### config.mk
export PLATFORM = sky130hd
export DESIGN_NAME = note_player
export DESIGN_NICKNAME = d
export VERILOG_FILES = /design/src/rtl/music_pkg.sv /design/src/rtl/note_step_rom.sv /design/src/rtl/note_player.sv
export SDC_FILE = /design/constraint.sdc
export NUM_CORES = 1
export LEC_CHECK = 0
export CORE_AREA = 2 2 97 99
export DETAILED_ROUTE_END_ITERATION = 10
export DIE_AREA = 0 0 99 101
export GPL_TIMING_DRIVEN = 1
export PLACE_DENSITY = 0.74
export SETUP_SLACK_MARGIN = 0.4
export SLEW_MARGIN = 10
export SYNTH_ARGS = -nofsm -noshare
export SYNTH_HDL_FRONTEND = slang
export SYNTH_SLANG_ARGS = --single-unit
### constraint.sdc
create_clock -name clk -period 2.1 [get_ports clk]
set_input_delay 0.315 -clock clk [delete_from_list [all_inputs] [get_ports clk]]
set_output_delay 0.315 -clock clk [all_outputs]
set_load 0.05 [all_outputs]
### src/rtl/music_pkg.sv
// Shared widths, rates and state encoding for the note playback path.
package music_pkg;

  localparam int unsigned PHASE_W        = 22;
  localparam int unsigned NOTE_W         = 6;
  localparam int unsigned DUR_W          = 6;
  localparam int unsigned SAMPLE_RATE_HZ = 48000;

  typedef enum logic [1:0] {
    IDLE,
    PLAYING,
    DONE
  } state_e;

endpackage

### src/rtl/note_step_rom.sv
// Note code to phase increment: round(440 * 2^((n-49)/12) * 2^PHASE_W / SAMPLE_RATE_HZ).
module note_step_rom
  import music_pkg::*;
(
  input  logic [NOTE_W-1:0]  note,
  output logic [PHASE_W-1:0] step
);

  always_comb begin
    step = '0;
    case (note)
      6'd0:  step = 22'd0;
      6'd1:  step = 22'd2403;  6'd2:  step = 22'd2546;  6'd3:  step = 22'd2697;
      6'd4:  step = 22'd2858;  6'd5:  step = 22'd3028;  6'd6:  step = 22'd3208;
      6'd7:  step = 22'd3398;  6'd8:  step = 22'd3600;  6'd9:  step = 22'd3815;
      6'd10: step = 22'd4041;  6'd11: step = 22'd4282;  6'd12: step = 22'd4536;
      6'd13: step = 22'd4806;  6'd14: step = 22'd5092;  6'd15: step = 22'd5395;
      6'd16: step = 22'd5715;  6'd17: step = 22'd6055;  6'd18: step = 22'd6415;
      6'd19: step = 22'd6797;  6'd20: step = 22'd7201;  6'd21: step = 22'd7629;
      6'd22: step = 22'd8083;  6'd23: step = 22'd8563;  6'd24: step = 22'd9072;
      6'd25: step = 22'd9612;  6'd26: step = 22'd10184; 6'd27: step = 22'd10789;
      6'd28: step = 22'd11431; 6'd29: step = 22'd12110; 6'd30: step = 22'd12830;
      6'd31: step = 22'd13593; 6'd32: step = 22'd14402; 6'd33: step = 22'd15258;
      6'd34: step = 22'd16165; 6'd35: step = 22'd17127; 6'd36: step = 22'd18145;
      6'd37: step = 22'd19224; 6'd38: step = 22'd20367; 6'd39: step = 22'd21578;
      6'd40: step = 22'd22861; 6'd41: step = 22'd24221; 6'd42: step = 22'd25661;
      6'd43: step = 22'd27187; 6'd44: step = 22'd28803; 6'd45: step = 22'd30516;
      6'd46: step = 22'd32331; 6'd47: step = 22'd34253; 6'd48: step = 22'd36290;
      6'd49: step = 22'd38448; 6'd50: step = 22'd40734; 6'd51: step = 22'd43156;
      6'd52: step = 22'd45722; 6'd53: step = 22'd48441; 6'd54: step = 22'd51322;
      6'd55: step = 22'd54373; 6'd56: step = 22'd57607; 6'd57: step = 22'd61032;
      6'd58: step = 22'd64661; 6'd59: step = 22'd68506; 6'd60: step = 22'd72580;
      6'd61: step = 22'd76896; 6'd62: step = 22'd81468; 6'd63: step = 22'd86312;
    endcase
  end

endmodule

### src/rtl/note_player.sv
// Plays one note at a time: phase accumulator at the note's pitch, beat-counted length.
module note_player
  import music_pkg::*;
(
  input  logic               clk,
  input  logic               reset,
  input  logic               play,
  input  logic               new_note,
  input  logic [NOTE_W-1:0]  note,
  input  logic [DUR_W-1:0]   duration,
  input  logic               beat,
  input  logic               sample_tick,
  output logic               note_done,
  output logic               busy,
  output logic [PHASE_W-1:0] phase,
  output logic               sample_valid
);

  state_e              state_q, state_d;
  logic [PHASE_W-1:0]  step_q, step_d;
  logic [PHASE_W-1:0]  phase_q, phase_d;
  logic [PHASE_W-1:0]  rom_step;
  logic [DUR_W-1:0]    beats_q, beats_d;
  logic                sample_valid_q, sample_valid_d;
  logic                advance;

  note_step_rom u_step_rom (
    .note (note),
    .step (rom_step)
  );

  assign advance = (state_q == PLAYING) && play;

  always_ff @(posedge clk or posedge reset) begin
    if (reset) state_q <= IDLE;
    else       state_q <= state_d;
  end

  // A load always wins, so a final beat coinciding with new_note never reaches DONE.
  always_comb begin
    state_d = state_q;
    case (state_q)
      IDLE:    if (new_note) state_d = PLAYING;
      PLAYING: begin
        if (new_note)                                        state_d = PLAYING;
        else if (beats_q == '0)                              state_d = DONE;
        else if (advance && beat && beats_q == DUR_W'(1))    state_d = DONE;
      end
      DONE:    state_d = new_note ? PLAYING : IDLE;
      default: state_d = IDLE;
    endcase
  end

  always_comb begin
    busy      = (state_q == PLAYING);
    note_done = (state_q == DONE);
  end

  always_comb begin
    step_d         = step_q;
    beats_d        = beats_q;
    phase_d        = phase_q;
    sample_valid_d = 1'b0;
    if (new_note) begin
      step_d  = rom_step;
      beats_d = duration;
      phase_d = '0;
    end else if (advance) begin
      if (beat && beats_q != '0) beats_d = beats_q - DUR_W'(1);
      if (sample_tick) begin
        phase_d        = phase_q + step_q;
        sample_valid_d = 1'b1;
      end
    end
  end

  always_ff @(posedge clk or posedge reset) begin
    if (reset) begin
      step_q         <= '0;
      beats_q        <= '0;
      phase_q        <= '0;
      sample_valid_q <= 1'b0;
    end else begin
      step_q         <= step_d;
      beats_q        <= beats_d;
      phase_q        <= phase_d;
      sample_valid_q <= sample_valid_d;
    end
  end

  assign phase        = phase_q;
  assign sample_valid = sample_valid_q;

endmodule
==> results of run 1 <==
[cell type report]
cell class | instances | area, sq um | share of cell area, %
repair buffers | 203 | 1760 | 25.0
well taps | 111 | 139 | 1.97
inverters | 16 | 75.1 | 1.07
flip-flops and latches | 48 | 1220 | 17.3
clock inverters | 2 | 60.1 | 0.853
multi-input cells | 446 | 3710 | 52.7
clock buffers | 6 | 72.6 | 1.03
[report_power, final]
part / internal [mW] / switching (mW) / leakage [nW]
Sequential: 1.02 / 0.106 / 0.590
Combinational: 0.986 / 1.08 / 2.46
Clock: 0.477 / 0.342 / 0.0654
Total: 2.49 / 1.53 / 3.12
[what timing repair did]
item                                    CTS  global route
pin swaps                                34            48
gates cloned                              1             1
endpoints found under the hold margin     0             0
hold buffers                              0             0
resized for setup                       102            73
endpoints found under the setup margin   64            36
setup buffers                            12            18
[worst max-delay path by stage]
| stage | start | to | slack (ns) | cells past startpoint |
|---|---|---|---|---|
| 6_report | phase[1] | phase[17] | -0.29 | 8 |
| 5_1_grt | step_q[0] | phase[20] | -0.29 | 9 |
| 4_1_cts | step_q[0] | phase[20] | -0.19 | 9 |
| 3_5_place_dp | note[1] | step_q[7] | -0.40 | 8 |
| 3_3_place_gp | note[1] | step_q[11] | -0.38 | 8 |
| 2_1_floorplan | phase[0] | phase[18] | -0.27 | 9 |
[state kept, by name, indices dropped and copies added, names as in the netlist]
name	flops
state_q	2
step_q	17
phase	22
sample_valid	1
beats_q	6
[Yosys cell counts (all sizes together) (2+ instances only)]
| library cell | number | share of area (%) |
|---|---|---|
| o21ai | 45 | 5.0 |
| o221ai | 4 | 0.78 |
| mux4 | 10 | 5.0 |
| or4 | 2 | 0.42 |
| mux2i | 9 | 2.0 |
| and2b | 2 | 0.33 |
| xor2 | 7 | 1.4 |
| a21o | 10 | 1.7 |
| a211oi | 14 | 2.7 |
| nand3 | 15 | 1.8 |
| a31oi | 5 | 0.70 |
| nand2 | 68 | 5.7 |
| a221oi | 2 | 0.39 |
| nor2b | 10 | 1.4 |
| nor2 | 46 | 3.8 |
| dfrtp | 48 | 27 |
| o31ai | 3 | 0.61 |
| nor3 | 9 | 1.0 |
| or2 | 4 | 0.56 |
| nor4 | 2 | 0.28 |
| xnor2 | 6 | 1.2 |
| ha | 32 | 8.9 |
| a22oi | 2 | 0.33 |
| nand2b | 9 | 1.3 |
| and4 | 3 | 0.59 |
| buf | 22 | 2.8 |
| o211ai | 14 | 2.3 |
| o311ai | 3 | 0.59 |
| nor3b | 3 | 0.61 |
| a21oi | 63 | 7.1 |
| o21bai | 2 | 0.33 |
| nand3b | 2 | 0.33 |
| clkbuf | 19 | 1.6 |
| mux2 | 12 | 3.0 |
| inv | 15 | 1.3 |
| and3 | 7 | 0.98 |
| and2 | 3 | 0.42 |
[worst max-delay path, cell delays in order (launching register included)]
cell and delay (ns):
dfrtp_2 0.44, buf_6 0.13, ha_4 0.25, a21oi_2 0.06, nand4b_1 0.27, a21oi_4 0.31
o211ai_1 0.17, a21oi_1 0.25, mux2_1 0.36
[per-layer routing]
layer  GRT usage, %  vias to the layer above  part of all wire [%]
met3           3.05                       59                   5.9
li1               -                     2346                     -
met1           35.6                     2472                    38
met5              0                        -                     0
met2           55.5                      263                    52
met4           12.3                        0                   4.2
[cells by family after synthesis]
group	after synthesis
and+or+nand+nor	189
AOI/OAI and AO/OA	180
buffers and inverters	57
DFF	48
adders and majority gates	33
muxes	31
xor gates and xnor gates	13
[metrics by stage]
| step | TNS, ns | total power [mW] |
|---|---|---|
| detailed placement | -5.76 | 2.77 |
| global route | -2.84 | 4.18 |
| finish | -2.30 | 4.02 |
| global placement | -4.91 | 2.73 |
| floorplan | -0.583 | 2.14 |
| CTS | -1.26 | 3.69 |
==> flow_metrics.env, run 1 <==
export IMPL_postPlaceCellArea_sq_mm=0.00608
export IMPL_grt_max_degree=42
export IMPL_finalCriticalPeriod_ns=2.39
export IMPL_core_sq_mm=0.00898
export IMPL_final_cell_area_sq_mm=0.00704
export IMPL_synth_seq_cells=48
export IMPL_start_util_pct=50.0
export IMPL_r2r_setup_slack_ns=-0.29
export IMPL_yosysWarnings=0
export IMPL_hp_class="primary input to asynchronous set/reset pin"
export IMPL_post_drt_wl_per_cell_microns=20.8
export IMPL_clk_pin_slew_ns=0.12
export IMPL_synth_compound_area_share_pct=25.3
export IMPL_ys_seq_area_share_pct=26.8
export IMPL_setup_ws_ns=-0.285
export IMPL_fmax_mhz=419
export IMPL_ys_flop_type="dfrtp_1"
export IMPL_clock_latency_ns=0.32
export IMPL_worst_slew_pin_slew_ns=0.513
export IMPL_cts_tree="yes"
export IMPL_htree_levels=2
export IMPL_synth_top_family_by_area="compound AO/OA/AOI/OAI gates"
export IMPL_diodes=0
export IMPL_period_share_pct=114
export IMPL_synth_xor_area_share_pct=2.54
export IMPL_final_common_cell="buf_4"
export IMPL_grt_pass1_vias=4863
export IMPL_dr_first_iter_drc_count=242
export IMPL_layout_common_cells="buf_4, nand2_1, a21oi_1, nor2_1, dfrtp_1"
export IMPL_dr_pass1_iters=5
export IMPL_power_leakage_nw=3.12
export IMPL_hpwl_microns=10800
export IMPL_grt_first_pass_wirelength_microns=24200
export IMPL_routabilityCongestion=0.942
export IMPL_die_area_sq_mm=0.0100
export IMPL_place_ws_ns=-0.405
export IMPL_ant_nets=0
export IMPL_hold_viol_final=0
export IMPL_r2r_end="phase[17]"
export IMPL_die_h_microns=101
export IMPL_power_density_mw_per_mm2=571
export IMPL_crit_path_max_fanout=4
export IMPL_cp_end_kind="register"
export IMPL_status="finished with violations"
export IMPL_syn_nets=602
export IMPL_finalNonFillerCells=832
export IMPL_violations="setup timing"
export IMPL_cp_required_ns=2.29
export IMPL_maxCapViolCount=0
export IMPL_cts_num_sinks=48
export IMPL_placed_cells=792
export IMPL_arrival_ns=2.57
export IMPL_yosys_area_share_simple_pct=20.2
export IMPL_synthesis_area_sq_mm=0.00449
export IMPL_wl_microns=17300
export IMPL_slew_viol_final=0
export IMPL_cts_buffer_depth=2
export IMPL_vias=5140
export IMPL_drcViolationCount=0
export IMPL_finish_utilization_pct=78.4
export IMPL_rows=35
export IMPL_drive_gt1_share_pct=44.4
export IMPL_dieWidth_microns=99
export IMPL_antenna_found_initial=0
export IMPL_finalNetCount=771
export IMPL_area_growth_synth_to_final_pct=57.0
export IMPL_hold_slack_ns=0.330
export IMPL_syn_inst=551
export IMPL_max_vdd_ir_drop_mv=0.374
export IMPL_r2r_start="phase[1]"
export IMPL_grt_use_total_pct=30.0
export IMPL_syn_area_per_cell_sq_um=8.14
export IMPL_numCtsBuffers=5
export IMPL_async_flop_share_pct=100
export IMPL_synth_adder_area_share_pct=9.37
export IMPL_slew_headroom_pct=65.7
export IMPL_via_per_inst=6.18
export IMPL_startpoint_type="register"
export IMPL_worst_setup_path_type="register to register"
export IMPL_ios=43
export IMPL_synth_edf_count=0
export IMPL_clock_skew_ns=0.0253
export IMPL_gr_total_overflow=0
export IMPL_setup_violations=14
export IMPL_num_fill_cells=553
export IMPL_worstRegToRegCells=8
export IMPL_yosysUniqueCellTypes=70
export IMPL_io_buffers=42
export IMPL_rsz0062_at_grt="yes"
export IMPL_synthMuxAreaShare_pct=10.0
export IMPL_clock_root_buffer="clkbuf_8"
Note: power is estimated with default switching activity, not from simulation.
==> run 2, diff against run 1 <==
--- a/config.mk
+++ b/config.mk
@@ -5,11 +5,12 @@
 export SDC_FILE = /design/constraint.sdc
 export NUM_CORES = 1
 export LEC_CHECK = 0
-export CORE_AREA = 2 2 97 99
+export CORE_AREA = 2 2 90 92
+export CTS_CLUSTER_DIAMETER = 50
 export DETAILED_ROUTE_END_ITERATION = 10
-export DIE_AREA = 0 0 99 101
+export DIE_AREA = 0 0 92 94
 export GPL_TIMING_DRIVEN = 1
-export PLACE_DENSITY = 0.74
+export PLACE_DENSITY = 0.81
 export SETUP_SLACK_MARGIN = 0.4
 export SLEW_MARGIN = 10
 export SYNTH_ARGS = -nofsm -noshare
==> constraint.sdc (replaced) <==
create_clock -name clk -period 2.75 [get_ports clk]
set_input_delay 0.4125 -clock clk [delete_from_list [all_inputs] [get_ports clk]]
set_output_delay 0.4125 -clock clk [all_outputs]
set_load 0.05 [all_outputs]
==> run 2 against run 1 <==
The flow now finishes without violations. Sequential cell count unchanged. Combinational power decreased by 51%. Fmax increased by 2.7%. Global-route usage decreased by 1.4 points. Clock power decreased by 45%. First-iteration DRC count decreased by 26%. Critical endpoint is now phase[20]. Worst hold slack improved by 0.17 ns. Core utilization decreased by 7.6 points. Largest cell class unchanged. Total power decreased by 43%.
==> flow_metrics.env, run 2 (synthesis results as in run 1) <==
export IMPL_grt_first_pass_wirelength_microns=19900
export IMPL_core_sq_mm=0.00761
export IMPL_die_h_microns=94
export IMPL_seqPwrFrac_pct=36.8
export IMPL_startpoint_type="register"
export IMPL_switchingPower_mw=0.913
export IMPL_worst_setup_path_type="register to register"
export IMPL_slew_viol_final=0
export IMPL_dieWidth_microns=92
export IMPL_r2r_setup_slack_ns=0.43
export IMPL_power_frac_comb_pct=43.6
export IMPL_clk_pin_slew_ns=0.09
export IMPL_ant_nets=0
export IMPL_finalNetCount=644
export IMPL_clock_root_buffer="clkbuf_8"
export IMPL_power_density_mw_per_mm2=428
export IMPL_via_per_inst=6.22
export IMPL_io_buffers=42
export IMPL_hold_viol_final=0
export IMPL_cts_num_sinks=48
export IMPL_power_frac_clock_pct=19.7
export IMPL_p_sw_share_pct=39.6
export IMPL_postPlaceCellArea_sq_mm=0.00512
export IMPL_hp_class="register to register"
export IMPL_layout_common_cells="nand2_1, a21oi_1, dfrtp_1, nor2_1, clkdlybuf4s50_1"
export IMPL_setup_violations=0
export IMPL_numCtsBuffers=5
export IMPL_dr_first_iter_drc_count=178
export IMPL_vias=4328
export IMPL_post_drt_wl_per_cell_microns=17.8
export IMPL_placed_cells=683
export IMPL_num_fill_cells=615
export IMPL_largest_reg_flops=22
export IMPL_critPathCapture="phase[20]"
export IMPL_rows=32
export IMPL_cp_required_ns=2.94
export IMPL_drcViolationCount=0
export IMPL_fmax_mhz=430
export IMPL_crit_path_max_fanout=5
export IMPL_finalCriticalPeriod_ns=2.32
export IMPL_antenna_found_initial=0
export IMPL_clock_latency_ns=0.30
export IMPL_setup_tns_ns=0
export IMPL_intPower_mw=1.39
export IMPL_clock_skew_ns=0.00430
export IMPL_dr_pass1_iters=5
export IMPL_r2r_start="step_q[0]"
export IMPL_status="finished clean"
export IMPL_start_util_pct=59.0
export IMPL_max_vdd_ir_drop_mv=0.240
export IMPL_rsz0062_at_grt="yes"
export IMPL_multi_input_area_sq_mm=0.00317
export IMPL_maxCapViolCount=0
export IMPL_final_common_cell="nand2_1"
export IMPL_arrival_ns=2.51
export IMPL_cp_end_kind="register"
export IMPL_wl_microns=12400
export IMPL_grt_max_degree=57
export IMPL_ff_latch_area_sq_mm=0.00120
export IMPL_die_area_sq_mm=0.00865
export IMPL_power_leakage_nw=2.28
export IMPL_final_cell_area_sq_mm=0.00539
export IMPL_area_growth_synth_to_final_pct=20.1
export IMPL_cts_buffer_depth=2
export IMPL_ios=43
export IMPL_cts_tree="yes"
export IMPL_htree_levels=2
export IMPL_drive_gt1_share_pct=16.7
export IMPL_gr_total_overflow=0
export IMPL_worstRegToRegCells=9
export IMPL_r2r_end="phase[20]"
export IMPL_grt_pass1_vias=4101
export IMPL_hpwl_microns=9030
export IMPL_grt_use_total_pct=28.6
export IMPL_period_share_pct=84.5
export IMPL_slew_headroom_pct=57.1
export IMPL_power_mw=2.31
export IMPL_crit_start="step_q[0]"
export IMPL_diodes=0
export IMPL_finalNonFillerCells=696
export IMPL_worst_slew_pin_slew_ns=0.643
export IMPL_routabilityCongestion=0.902
## run 2: cell count changes in the layout (fill, tap and decap cells not counted), sizes merged
cell / previous run / this run
dlygate4sd2: 22 / 0
bufinv: 2 / 0
clkdlybuf4s15: 3 / 0
clkinvlp: 0 / 2
bufbuf: 1 / 0
clkdlybuf4s50: 10 / 38
buf: 164 / 36
dlymetal6s2s: 1 / 2
clkbuf: 8 / 6
## run 2: per-stage QoR
stage	setup WS [ns]	hold slack (ns)	util, %
after floorplan	0.375	0.456	-
after global placement	0.126	0.470	67.3
after detailed placement	0.0429	0.482	67.3
final	0.427	0.503	70.8
after CTS	0.378	0.503	68.7
after global routing	0.342	0.519	70.8
## run 2: worst min-delay path by stage
stage	from	to	slack [ns]	cells after the start
after global placement	step_q[2]	step_q[2]	0.47	1
after detailed placement	step_q[2]	step_q[2]	0.48	1
final	step_q[6]	step_q[6]	0.50	2
after global routing	step_q[2]	step_q[2]	0.52	1
after CTS	step_q[2]	step_q[2]	0.50	1
after floorplan	step_q[16]	step_q[16]	0.46	2
## run 2: layer usage
layer	routed length (microns)	up-vias	global-route usage [%]	part of all wire, %
li1	-	2090	-	-
met1	5170	2041	36.2	42
met2	6060	161	49.7	49
met3	622	36	2.97	5.0
met4	514	0	12.8	4.2
met5	0	-	0	0
## run 2: layout make-up
type                            count  share of cell area (%)
Multi-Input combinational cell    446                    58.8
Sequential cell                    48                    22.4
Timing Repair Buffer               76                    13.5
Tap cell                          102                    2.37
Clock buffer                        6                    1.53
Inverter                           16                    1.11
Clock inverter                      2                   0.279
## run 2: worst max-delay path, stage by stage (launching register included)
cell and delay, ns:
dfrtp_1 0.41, ha_4 0.15, inv_2 0.03, fa_2 0.33, nand2b_4 0.15, a21o_4 0.23
a211oi_4 0.31, o31ai_4 0.10, a21oi_2 0.15, mux2_1 0.33
## run 2: timing repair
action | CTS | global route
hold buffers | 0 | 0
endpoints found under the setup margin | 3 | 11
gates resized for setup | 1 | 31
pin swaps | 1 | 7
setup buffers | 1 | 4
## run 2: power by group through the flow
| stage | Sequential [mW] | Combinational [mW] | Clock, mW |
|---|---|---|---|
| floorplan | 0.927 | 0.616 | 0 |
| global placement | 0.852 | 0.933 | 0 |
| detailed placement | 0.855 | 0.954 | 0 |
| CTS | 0.842 | 0.959 | 0.459 |
| global route | 0.856 | 1.10 | 0.492 |
| finish | 0.848 | 1.01 | 0.453 |
